### config.mk
export PLATFORM = sky130hd
export DESIGN_NAME = cordic_vectoring_atan2
export DESIGN_NICKNAME = d
export VERILOG_FILES = /design/src/rtl/cordic_vectoring_atan2.sv
export SDC_FILE = /design/constraint.sdc
export NUM_CORES = 1
export LEC_CHECK = 0
export CAP_MARGIN = 20
export CORE_ASPECT_RATIO = 1.25
export CORE_MARGIN = 5
export CORE_UTILIZATION = 25
export CTS_CLUSTER_DIAMETER = 80
export DETAILED_ROUTE_END_ITERATION = 6
export GPL_TIMING_DRIVEN = 1
export PLACE_DENSITY = 0.4
export SLEW_MARGIN = 20
export SYNTH_ARGS = -nofsm -noshare
export SYNTH_HDL_FRONTEND = slang
export SYNTH_SLANG_ARGS = --single-unit
### constraint.sdc
create_clock -name clk -period 5.3 [get_ports clk]
set_clock_uncertainty 0.15 [all_clocks]
set_input_delay 0.53 -clock clk [delete_from_list [all_inputs] [get_ports clk]]
set_output_delay 0.53 -clock clk [all_outputs]
set_load 0.05 [all_outputs]
### src/rtl/cordic_vectoring_atan2.sv
// Iterative CORDIC vectoring engine: returns atan2(y, x) in 4096-code angle units
// and the uncompensated magnitude (gain ~1.6468), one micro-rotation per clock.
module cordic_vectoring_atan2 (
  input  logic        clk,
  input  logic        rst,
  input  logic [11:0] x_in,
  input  logic [11:0] y_in,
  input  logic        in_valid,
  output logic        in_ready,
  output logic [12:0] angle_out,
  output logic [12:0] mag_out,
  output logic        out_valid,
  input  logic        out_ready
);

  typedef enum logic [1:0] {IDLE, ITER, DONE} state_t;

  state_t             state_q, state_d;
  logic signed [13:0] x_q, x_d, y_q, y_d, z_q, z_d;
  logic [3:0]         cnt_q, cnt_d;
  logic               zero_q, zero_d;
  logic [12:0]        angle_q, angle_d, mag_q, mag_d;

  logic signed [13:0] x_ext, y_ext, x_sh, y_sh, atan_i;
  logic signed [13:0] x_it, y_it, z_it, z_wrap;

  assign x_ext = {{2{x_in[11]}}, x_in};
  assign y_ext = {{2{y_in[11]}}, y_in};
  assign x_sh  = x_q >>> cnt_q;
  assign y_sh  = y_q >>> cnt_q;

  always_comb begin
    case (cnt_q)
      4'd0:    atan_i = 14'sd512;
      4'd1:    atan_i = 14'sd302;
      4'd2:    atan_i = 14'sd160;
      4'd3:    atan_i = 14'sd81;
      4'd4:    atan_i = 14'sd41;
      4'd5:    atan_i = 14'sd20;
      4'd6:    atan_i = 14'sd10;
      4'd7:    atan_i = 14'sd5;
      4'd8:    atan_i = 14'sd3;
      default: atan_i = '0;
    endcase
  end

  // Drive y toward zero; the rotation direction follows the sign of the old y.
  assign x_it = y_q[13] ? x_q - y_sh : x_q + y_sh;
  assign y_it = y_q[13] ? y_q + x_sh : y_q - x_sh;
  assign z_it = y_q[13] ? z_q - atan_i : z_q + atan_i;

  always_comb begin
    if (z_it < 14'sd0)          z_wrap = z_it + 14'sd4096;
    else if (z_it >= 14'sd4096) z_wrap = z_it - 14'sd4096;
    else                        z_wrap = z_it;
  end

  always_comb begin
    state_d = state_q;
    x_d     = x_q;
    y_d     = y_q;
    z_d     = z_q;
    cnt_d   = cnt_q;
    zero_d  = zero_q;
    angle_d = angle_q;
    mag_d   = mag_q;
    case (state_q)
      IDLE: begin
        if (in_valid) begin
          // Fold the left half-plane onto the right so the iterations converge.
          x_d     = x_ext[13] ? -x_ext : x_ext;
          y_d     = x_ext[13] ? -y_ext : y_ext;
          z_d     = x_ext[13] ? 14'sd2048 : 14'sd0;
          zero_d  = (x_in == '0) && (y_in == '0);
          cnt_d   = '0;
          state_d = ITER;
        end
      end
      ITER: begin
        x_d   = x_it;
        y_d   = y_it;
        z_d   = z_it;
        cnt_d = cnt_q + 4'd1;
        if (cnt_q == 4'd8) begin
          state_d = DONE;
          angle_d = zero_q ? '0 : z_wrap[12:0];
          mag_d   = zero_q ? '0 : x_it[12:0];
        end
      end
      DONE: begin
        if (out_ready) state_d = IDLE;
      end
      default: state_d = IDLE;
    endcase
  end

  always_ff @(posedge clk or posedge rst) begin
    if (rst) begin
      state_q <= IDLE;
      x_q     <= '0;
      y_q     <= '0;
      z_q     <= '0;
      cnt_q   <= '0;
      zero_q  <= 1'b0;
      angle_q <= '0;
      mag_q   <= '0;
    end else begin
      state_q <= state_d;
      x_q     <= x_d;
      y_q     <= y_d;
      z_q     <= z_d;
      cnt_q   <= cnt_d;
      zero_q  <= zero_d;
      angle_q <= angle_d;
      mag_q   <= mag_d;
    end
  end

  assign in_ready  = (state_q == IDLE);
  assign out_valid = (state_q == DONE);
  assign angle_out = angle_q;
  assign mag_out   = mag_q;

endmodule

==> summary.md, run 1 <==
| Metric | Value |
|---|---|
| Buffer cell driving the clock tree root | sky130_fd_sc_hd__clkbuf_16 |
| Proportion of register bits with asynchronous set or reset after synthesis | 1.00 |
| CP endpoint kind | register |
| Aggregate global routing overflow | 0 |
| Data arrival, critical path | approximately 5.0 ns |
| First-pass GRT wire length | 40,100 µm |
| Avg Synthesized Cell Area | 8.60 µm² |
| Die footprint | 34,000 µm² |
| Slew at the pin closest to its max-slew limit | ~0.87 ns |
| Detailed Place HPWL | slightly below 20,000 µm |
| Final antenna-violating net count | 0 |
| Final worst path period share | 0.920 |
| Clock-pin slew on the worst setup and hold paths | 0.06 ns |
| Total CTS buffers | 9 |
| Beginning of the worst register-to-register path | cnt_q[0]$_DFFE_PP0P_ |
| Initial Utilization | 0.253 |
| Quantity of gates resized following cts | 0 |
| Die Y-Extent | 205 µm |
| Synthesized Nets | slightly below 1,000 |
| Number of post-CTS setup repair buffers | 0 |
| Post-route setup TNS | 0 ns |
| Setup Viol. Count Final | 0 |
| Detailed-route via count | approximately 6,800 |
| Peak fanout along the critical path | 20 |
| Overall Global Routing Usage | 0.149 |
| Final wirelength | between 20,000 and 30,000 µm |
| Utilization after layout | 0.299 |
| Worst endpoint required time | 5.43 ns |
| Source of the critical timing path | cnt_q[0]$_DFFE_PP0P_ |
| Final-stage net count | about 1,000 |
| DRC Markers | 0 |
| Count of final hold-check violations | 0 |
| Number of antenna cells inserted | 0 |
| Number of warnings reported in the yosys synthesis log | 0 |
| Starting DRC count in detailed routing | 346 |
| Worst skew pair latency | 0.36 ns |
| Via count of the first global-routing pass | 6,940 |
| Min Hold Slack | 0.348 ns |
| Number of ports placed on the die boundary | 56 |
| Number of pins exceeding their max-slew limit in the final report | 0 |
| Worst-case clock buffer depth | 2 |
| Unrepaired setup endpoints after global routing | no |
| Clock tree from TritonCTS | done |
| Area added between synthesis and finish | 18.1% |
| Tmin final | 4.88 ns |
| Antenna violations before repair | 0 |
| Buffers added on ports | 55 |
| Maximum Capacitance Violations | 0 |
| Via count normalized by instance count | 5.10 |
| Hold buffers post-CTS | 0 |
| Worst relative slew slack | 0.421 |
| Largest net degree at the start of global routing | 48 |
| Post-synthesis cell count | 884 |
| Result of the run | completed |
| Hold Crit Class | register to register |
| Highest clock frequency the design can meet | 0.205 GHz |
| H-tree level count | 3 |
| Standard cell core area | 30,000 µm² |
| First-pass iteration count of the detailed router | 5 |
| Most common flop cell mapped by yosys | sky130_fd_sc_hd__dfrtp_1 |
| Worst Setup Start Kind | register |
| Worst setup path category | register to register |
| Seq cells post-synth | 75 |
| Width of the die | 166 µm |
| Wire length per cell after detailed routing | 19.0 µm |
| Count of standard-cell rows | 71 |
| Fraction of layout instances using a drive strength above 1 | 0.106 |
| Hold path startpoint | mag_out[1]$_DFFE_PP0P_ |
| Sink Count | between 70 and 80 |
| Post-Synthesis Cell Area | around 7600 µm² |
| Placer Congestion | 0.884 |
| Register area share after synthesis | 0.247 |
| Number of flops mapped to enable cells by yosys | 0 |
| Post-synth cell types | between 80 and 90 |
## cells in the mapped netlist (14+ instances only)
master | count | area share
sky130_fd_sc_hd__xor2_1 | 33 | 0.038
sky130_fd_sc_hd__o22ai_1 | 18 | 0.015
sky130_fd_sc_hd__a22o_1 | 21 | 0.024
sky130_fd_sc_hd__nand3_1 | 18 | 0.012
sky130_fd_sc_hd__nand2_1 | 96 | 0.047
sky130_fd_sc_hd__mux2i_1 | 26 | 0.034
sky130_fd_sc_hd__inv_1 | 29 | 0.014
sky130_fd_sc_hd__dfrtp_1 | 75 | 0.25
sky130_fd_sc_hd__ha_1 | 51 | 0.084
sky130_fd_sc_hd__nor2_1 | 71 | 0.035
sky130_fd_sc_hd__nor3_1 | 18 | 0.012
sky130_fd_sc_hd__o21ai_0 | 53 | 0.035
sky130_fd_sc_hd__xnor2_1 | 34 | 0.039
sky130_fd_sc_hd__a21oi_1 | 43 | 0.028
sky130_fd_sc_hd__o31ai_1 | 17 | 0.017
sky130_fd_sc_hd__o211ai_1 | 17 | 0.017
sky130_fd_sc_hd__mux2_2 | 14 | 0.021
sky130_fd_sc_hd__clkbuf_1 | 35 | 0.017
## routing by layer
metal	part of all wire	global-route usage	up-vias
met3	0.022	0.0156	27
met5	0	0	-
met4	0.024	0.0513	0
met2	0.51	0.266	95
met1	0.45	0.188	3298
li1	-	-	3374
## state kept, by name, summed over array words and instances, names as in the netlist
| name | cells |
|---|---|
| x_q | 14 |
| y_q | 14 |
| z_q | 14 |
| angle_out | 13 |
| mag_out | 13 |
| cnt_q | 4 |
| state_q | 2 |
| zero_q | 1 |
## worst max-delay path: stages (launching register included)
cell and delay, ns:
sky130_fd_sc_hd__dfrtp_4 0.61, sky130_fd_sc_hd__buf_4 0.25, sky130_fd_sc_hd__mux4_1 0.34, sky130_fd_sc_hd__nand2_1 0.06, sky130_fd_sc_hd__a31oi_1 0.52, sky130_fd_sc_hd__inv_1 0.10
sky130_fd_sc_hd__ha_1 0.24, sky130_fd_sc_hd__nand2_1 0.09, sky130_fd_sc_hd__nor2_1 0.05, sky130_fd_sc_hd__nor2_1 0.12, sky130_fd_sc_hd__xor2_1 0.21, sky130_fd_sc_hd__ha_1 0.29
sky130_fd_sc_hd__and3_1 0.15, sky130_fd_sc_hd__a221o_1 0.34, sky130_fd_sc_hd__nor2_1 0.18, sky130_fd_sc_hd__o2111ai_1 0.22, sky130_fd_sc_hd__a21o_1 0.22, sky130_fd_sc_hd__a21oi_1 0.18
sky130_fd_sc_hd__xnor3_1 0.34, sky130_fd_sc_hd__o21ai_1 0.12
## layout by cell type (no fill, tap or decap), types with 5 or more instances in the layout
master,count
sky130_fd_sc_hd__o31ai_1,17
sky130_fd_sc_hd__nor3_1,18
sky130_fd_sc_hd__o21bai_1,8
sky130_fd_sc_hd__buf_4,29
sky130_fd_sc_hd__mux4_2,9
sky130_fd_sc_hd__or3_1,5
sky130_fd_sc_hd__ha_1,51
sky130_fd_sc_hd__a21o_1,12
sky130_fd_sc_hd__a21oi_1,43
sky130_fd_sc_hd__nand2_1,96
sky130_fd_sc_hd__and2_1,7
sky130_fd_sc_hd__o22ai_1,18
sky130_fd_sc_hd__a22oi_1,5
sky130_fd_sc_hd__nor2b_1,8
sky130_fd_sc_hd__clkdlybuf4s50_1,55
sky130_fd_sc_hd__and3_1,5
sky130_fd_sc_hd__o21ai_0,53
sky130_fd_sc_hd__nand2b_1,10
sky130_fd_sc_hd__o41ai_1,7
sky130_fd_sc_hd__dfrtp_1,74
sky130_fd_sc_hd__xnor2_1,34
sky130_fd_sc_hd__nand3_1,18
sky130_fd_sc_hd__mux4_1,5
sky130_fd_sc_hd__nor2_1,71
sky130_fd_sc_hd__mux2_2,14
sky130_fd_sc_hd__o21a_1,10
sky130_fd_sc_hd__a22o_1,21
sky130_fd_sc_hd__clkbuf_16,9
sky130_fd_sc_hd__xor2_1,33
sky130_fd_sc_hd__mux2i_1,26
sky130_fd_sc_hd__inv_1,28
sky130_fd_sc_hd__o211ai_1,17
sky130_fd_sc_hd__a31oi_1,9
## through the flow
step	cells	cell area, µm²	setup slack, ns
finish	1332	8980	0.425
global route	1332	8980	0.0973
CTS	1332	8980	0.311
detailed placement	1317	8670	0.331
global placement	1317	8670	0.353
floorplan	884	7600	0.767
## cell families after synthesis
kind of cell,synth area share
adder cells (fa/ha/maj),0.0918
flip-flops,0.247
AND/OR/NAND/NOR,0.175
XOR/XNOR,0.0802
AO/OA/AOI/OAI,0.252
multiplexers,0.105
buffers and inverters,0.0486
## final timing paths
path / end / slack, ns / cells past startpoint
max in group asynchronous: cnt_q[0]$_DFFE_PP0P_ / 3.51 / 3
min in group asynchronous: mag_out[1]$_DFFE_PP0P_ / 0.50 / 2
min reg2reg: mag_out[1]$_DFFE_PP0P_ / 0.35 / 2
max reg2reg: y_q[13]$_DFFE_PP0P_ / 0.42 / 19
max: y_q[13]$_DFFE_PP0P_ / 0.42 / 19
min: mag_out[1]$_DFFE_PP0P_ / 0.35 / 2
## cell type report
cell class              count  area, µm²
fillers                  3334      21000
well taps                 401        502
clock buffers              10        229
repair buffers             86        808
flip-flops and latches     75       1880
clock inverters             5       78.8
multi-input cells         724       5360
inverters                  31        120
Power of run 1 is not shown: default switching activity piles up to over one toggle a cycle in this logic, so the estimate is an artifact.
==> run 2, diff against run 1 <==
--- a/config.mk
+++ b/config.mk
@@ -8,11 +8,10 @@
 export CAP_MARGIN = 20
 export CORE_ASPECT_RATIO = 1.25
 export CORE_MARGIN = 5
-export CORE_UTILIZATION = 25
-export CTS_CLUSTER_DIAMETER = 80
+export CORE_UTILIZATION = 50
 export DETAILED_ROUTE_END_ITERATION = 6
 export GPL_TIMING_DRIVEN = 1
-export PLACE_DENSITY = 0.4
+export PLACE_DENSITY = 0.69
 export SLEW_MARGIN = 20
 export SYNTH_ARGS = -nofsm -noshare
 export SYNTH_HDL_FRONTEND = slang
==> run 2 against run 1 <==
Compared with the run above: sequential share of layout area grew 0.71 points; utilization grew 28 points; routed wire length shrank 16%; cell area shrank 3.3%; first-iteration DRC count up 32%; setup slack worse by 0.030 ns; die area down 48%; maximum frequency down 0.61%; global-route usage grew 9.0 points; register-to-register slack worse by 0.03 ns; critical endpoint unchanged.
==> summary.md, run 2 (synthesis gave the netlist of run 1 again) <==
| Metric | Value |
|---|---|
| Result of the run | completed |
| Quantity of gates resized following cts | 0 (unchanged) |
| Number of antenna cells inserted | 0 (unchanged) |
| Antenna violations before repair | 0 (unchanged) |
| Hold Crit Class | register to register |
| Detailed route wirelength on metal3 | 850 µm (+51%) |
| Sink Count | 75 (unchanged) |
| Setup Viol. Count Final | 0 (unchanged) |
| Maximum Capacitance Violations | 0 (unchanged) |
| Fill cell instance count of the final layout | 1,332 (-60%) |
| Highest metal layer with signal wires | met4 |
| Setup slack after layout | 0.395 ns (-0.0301 ns) |
| Number of post-CTS setup repair buffers | 0 (unchanged) |
| Detailed-route via count | 6,882 (+1.3%) |
| Clock tree from TritonCTS | done |
| Slew at the pin closest to its max-slew limit | 1.03 ns (+0.163 ns) |
| Worst-case clock buffer depth | 2 (unchanged) |
| DRC Markers | 0 (unchanged) |
| Starting DRC count in detailed routing | 457 (+32%) |
| Final wirelength | 21,300 µm (-16%) |
| Initial Utilization | 0.508 (+0.255) |
| Data arrival, critical path | 5.03 ns (+0.03 ns) |
| Final worst path period share | 0.926 (+0.00568) |
| Highest clock frequency the design can meet | 0.204 GHz (-0.61%) |
| Routed wl met2 | 10,300 µm (-20%) |
| CP endpoint kind | register |
| Buffer cell driving the clock tree root | sky130_fd_sc_hd__clkbuf_16 |
| Via count of the first global-routing pass | 6,598 (-4.9%) |
| Tmin final | 4.91 ns (+0.0301 ns) |
| Unrepaired setup endpoints after global routing | no |
| Worst endpoint required time | 5.42 ns (about the same) |
| First-pass iteration count of the detailed router | 5 (unchanged) |
| Post-placement setup slack | 0.361 ns (+0.0294 ns) |
| Width of the die | 120 µm (-28%) |
| Worst setup path category | register to register |
| Count of standard-cell rows | 50 (-30%) |
| Hold buffers post-CTS | 0 (unchanged) |
| Final-stage net count | 1,005 (-0.40%) |
| Clock-pin slew on the worst setup and hold paths | 0.07 ns (about the same) |
| Length of routed wiring on met1 | 9360 µm (-17%) |
| Standard cell core area | 15,000 µm² (-50%) |
| Peak fanout along the critical path | 27 (+35%) |
| Number of pins exceeding their max-slew limit in the final report | 0 (unchanged) |
| First-pass GRT wire length | 34,200 µm (-15%) |
| Most frequent cells in the layout | sky130_fd_sc_hd__nand2_1, sky130_fd_sc_hd__dfrtp_1, sky130_fd_sc_hd__nor2_1 |
| Placer Congestion | 0.954 (+7.8%) |
| Wire length per cell after detailed routing | 19.2 µm (+0.80%) |
| Aggregate global routing overflow | 0 (unchanged) |
| Largest registers | x_q (14), y_q (14), z_q (14) |
| Worst relative slew slack | 0.311 (-0.110) |
| Worst skew pair latency | 0.35 ns (about the same) |
| Count of final hold-check violations | 0 (unchanged) |
| Buffers added on ports | 55 (unchanged) |
| Total CTS buffers | 9 (unchanged) |
| Overall Global Routing Usage | 0.239 (+0.0899) |
| Detailed Place HPWL | 15,900 µm (-18%) |
| H-tree level count | 3 (unchanged) |
| Post-route setup TNS | 0 ns (unchanged) |
| Number of ports placed on the die boundary | 56 (unchanged) |
| Worst Setup Start Kind | register |
| Die footprint | 17,800 µm² (-48%) |
| Largest net degree at the start of global routing | 47 (-2.1%) |
| Via count normalized by instance count | 6.20 (+22%) |
| Most common cell after layout, fill and taps aside | sky130_fd_sc_hd__nand2_1 |
| Fraction of layout instances using a drive strength above 1 | 0.103 (-0.00289) |
| Area added between synthesis and finish | 14.3% |
| Die Y-Extent | 148 µm (-28%) |
| Final antenna-violating net count | 0 (unchanged) |
run 2: cell count changes in the layout (fill, tap and decap cells not counted):
cell                       before  now
sky130_fd_sc_hd__clkinv_4       1    2
sky130_fd_sc_hd__nand2b_1      10   11
sky130_fd_sc_hd__clkbuf_8       0    1
sky130_fd_sc_hd__nand2b_2       1    0
sky130_fd_sc_hd__buf_4         29   26
sky130_fd_sc_hd__buf_12         2    1
sky130_fd_sc_hd__inv_6          0    2
sky130_fd_sc_hd__clkbuf_1       1    0
sky130_fd_sc_hd__clkinv_2       3    1
run 2: worst paths after layout:
path / start / depth (start not counted) / slack, ns / end
worst max-delay path: cnt_q[1]$_DFFE_PP0P_ / 18 / 0.39 / y_q[13]$_DFFE_PP0P_
worst min-delay path: mag_out[1]$_DFFE_PP0P_ / 2 / 0.34 / mag_out[1]$_DFFE_PP0P_
worst max register to register: cnt_q[1]$_DFFE_PP0P_ / 18 / 0.39 / y_q[13]$_DFFE_PP0P_
worst min register to register: mag_out[1]$_DFFE_PP0P_ / 2 / 0.34 / mag_out[1]$_DFFE_PP0P_
max in group asynchronous: rst / 3 / 3.59 / cnt_q[0]$_DFFE_PP0P_
min in group asynchronous: rst / 2 / 0.39 / angle_out[1]$_DFFE_PP0P_
run 2: metrics by stage:
step	cell area (µm²)	util	hold slack (ns)	cells
floorplan	7600	-	0.319	884
global placement	8350	0.558	0.311	1094
detailed placement	8350	0.558	0.330	1094
CTS	8680	0.581	0.345	1110
global route	8690	0.581	0.371	1110
finish	8690	0.581	0.338	1110
run 2: critical path: stages, from the launching register on:
cell and delay [ns]:
sky130_fd_sc_hd__dfrtp_1 0.66, sky130_fd_sc_hd__buf_12 0.25, sky130_fd_sc_hd__mux2_2 0.40, sky130_fd_sc_hd__a222oi_1 0.46
sky130_fd_sc_hd__o211a_1 0.28, sky130_fd_sc_hd__ha_1 0.22, sky130_fd_sc_hd__nand2_1 0.08, sky130_fd_sc_hd__nor2_1 0.10
sky130_fd_sc_hd__nor2_1 0.06, sky130_fd_sc_hd__xor2_1 0.15, sky130_fd_sc_hd__ha_1 0.34, sky130_fd_sc_hd__and3_1 0.15
sky130_fd_sc_hd__a221o_1 0.34, sky130_fd_sc_hd__nor2_1 0.17, sky130_fd_sc_hd__o2111ai_1 0.20, sky130_fd_sc_hd__a21o_1 0.21
sky130_fd_sc_hd__a21oi_1 0.18, sky130_fd_sc_hd__xnor3_1 0.32, sky130_fd_sc_hd__o21ai_1 0.12
run 2: final cells by class:
cell class / instances / area [µm²] / area share
Clock buffer: 10 / 239 / 0.0275
Clock inverter: 6 / 95.1 / 0.0109
Timing Repair Buffer: 82 / 766 / 0.0881
Tap cell: 182 / 228 / 0.0262
Inverter: 31 / 120 / 0.0138
Multi-Input combinational cell: 724 / 5360 / 0.617
Sequential cell: 75 / 1880 / 0.216
run 2: routing by layer:
layer,vias up,global-route usage
li1,3361,-
met1,3291,0.310
met5,-,0
met4,0,0.0998
met3,55,0.0260
met2,175,0.405
Power of run 2 is left out for the same reason.
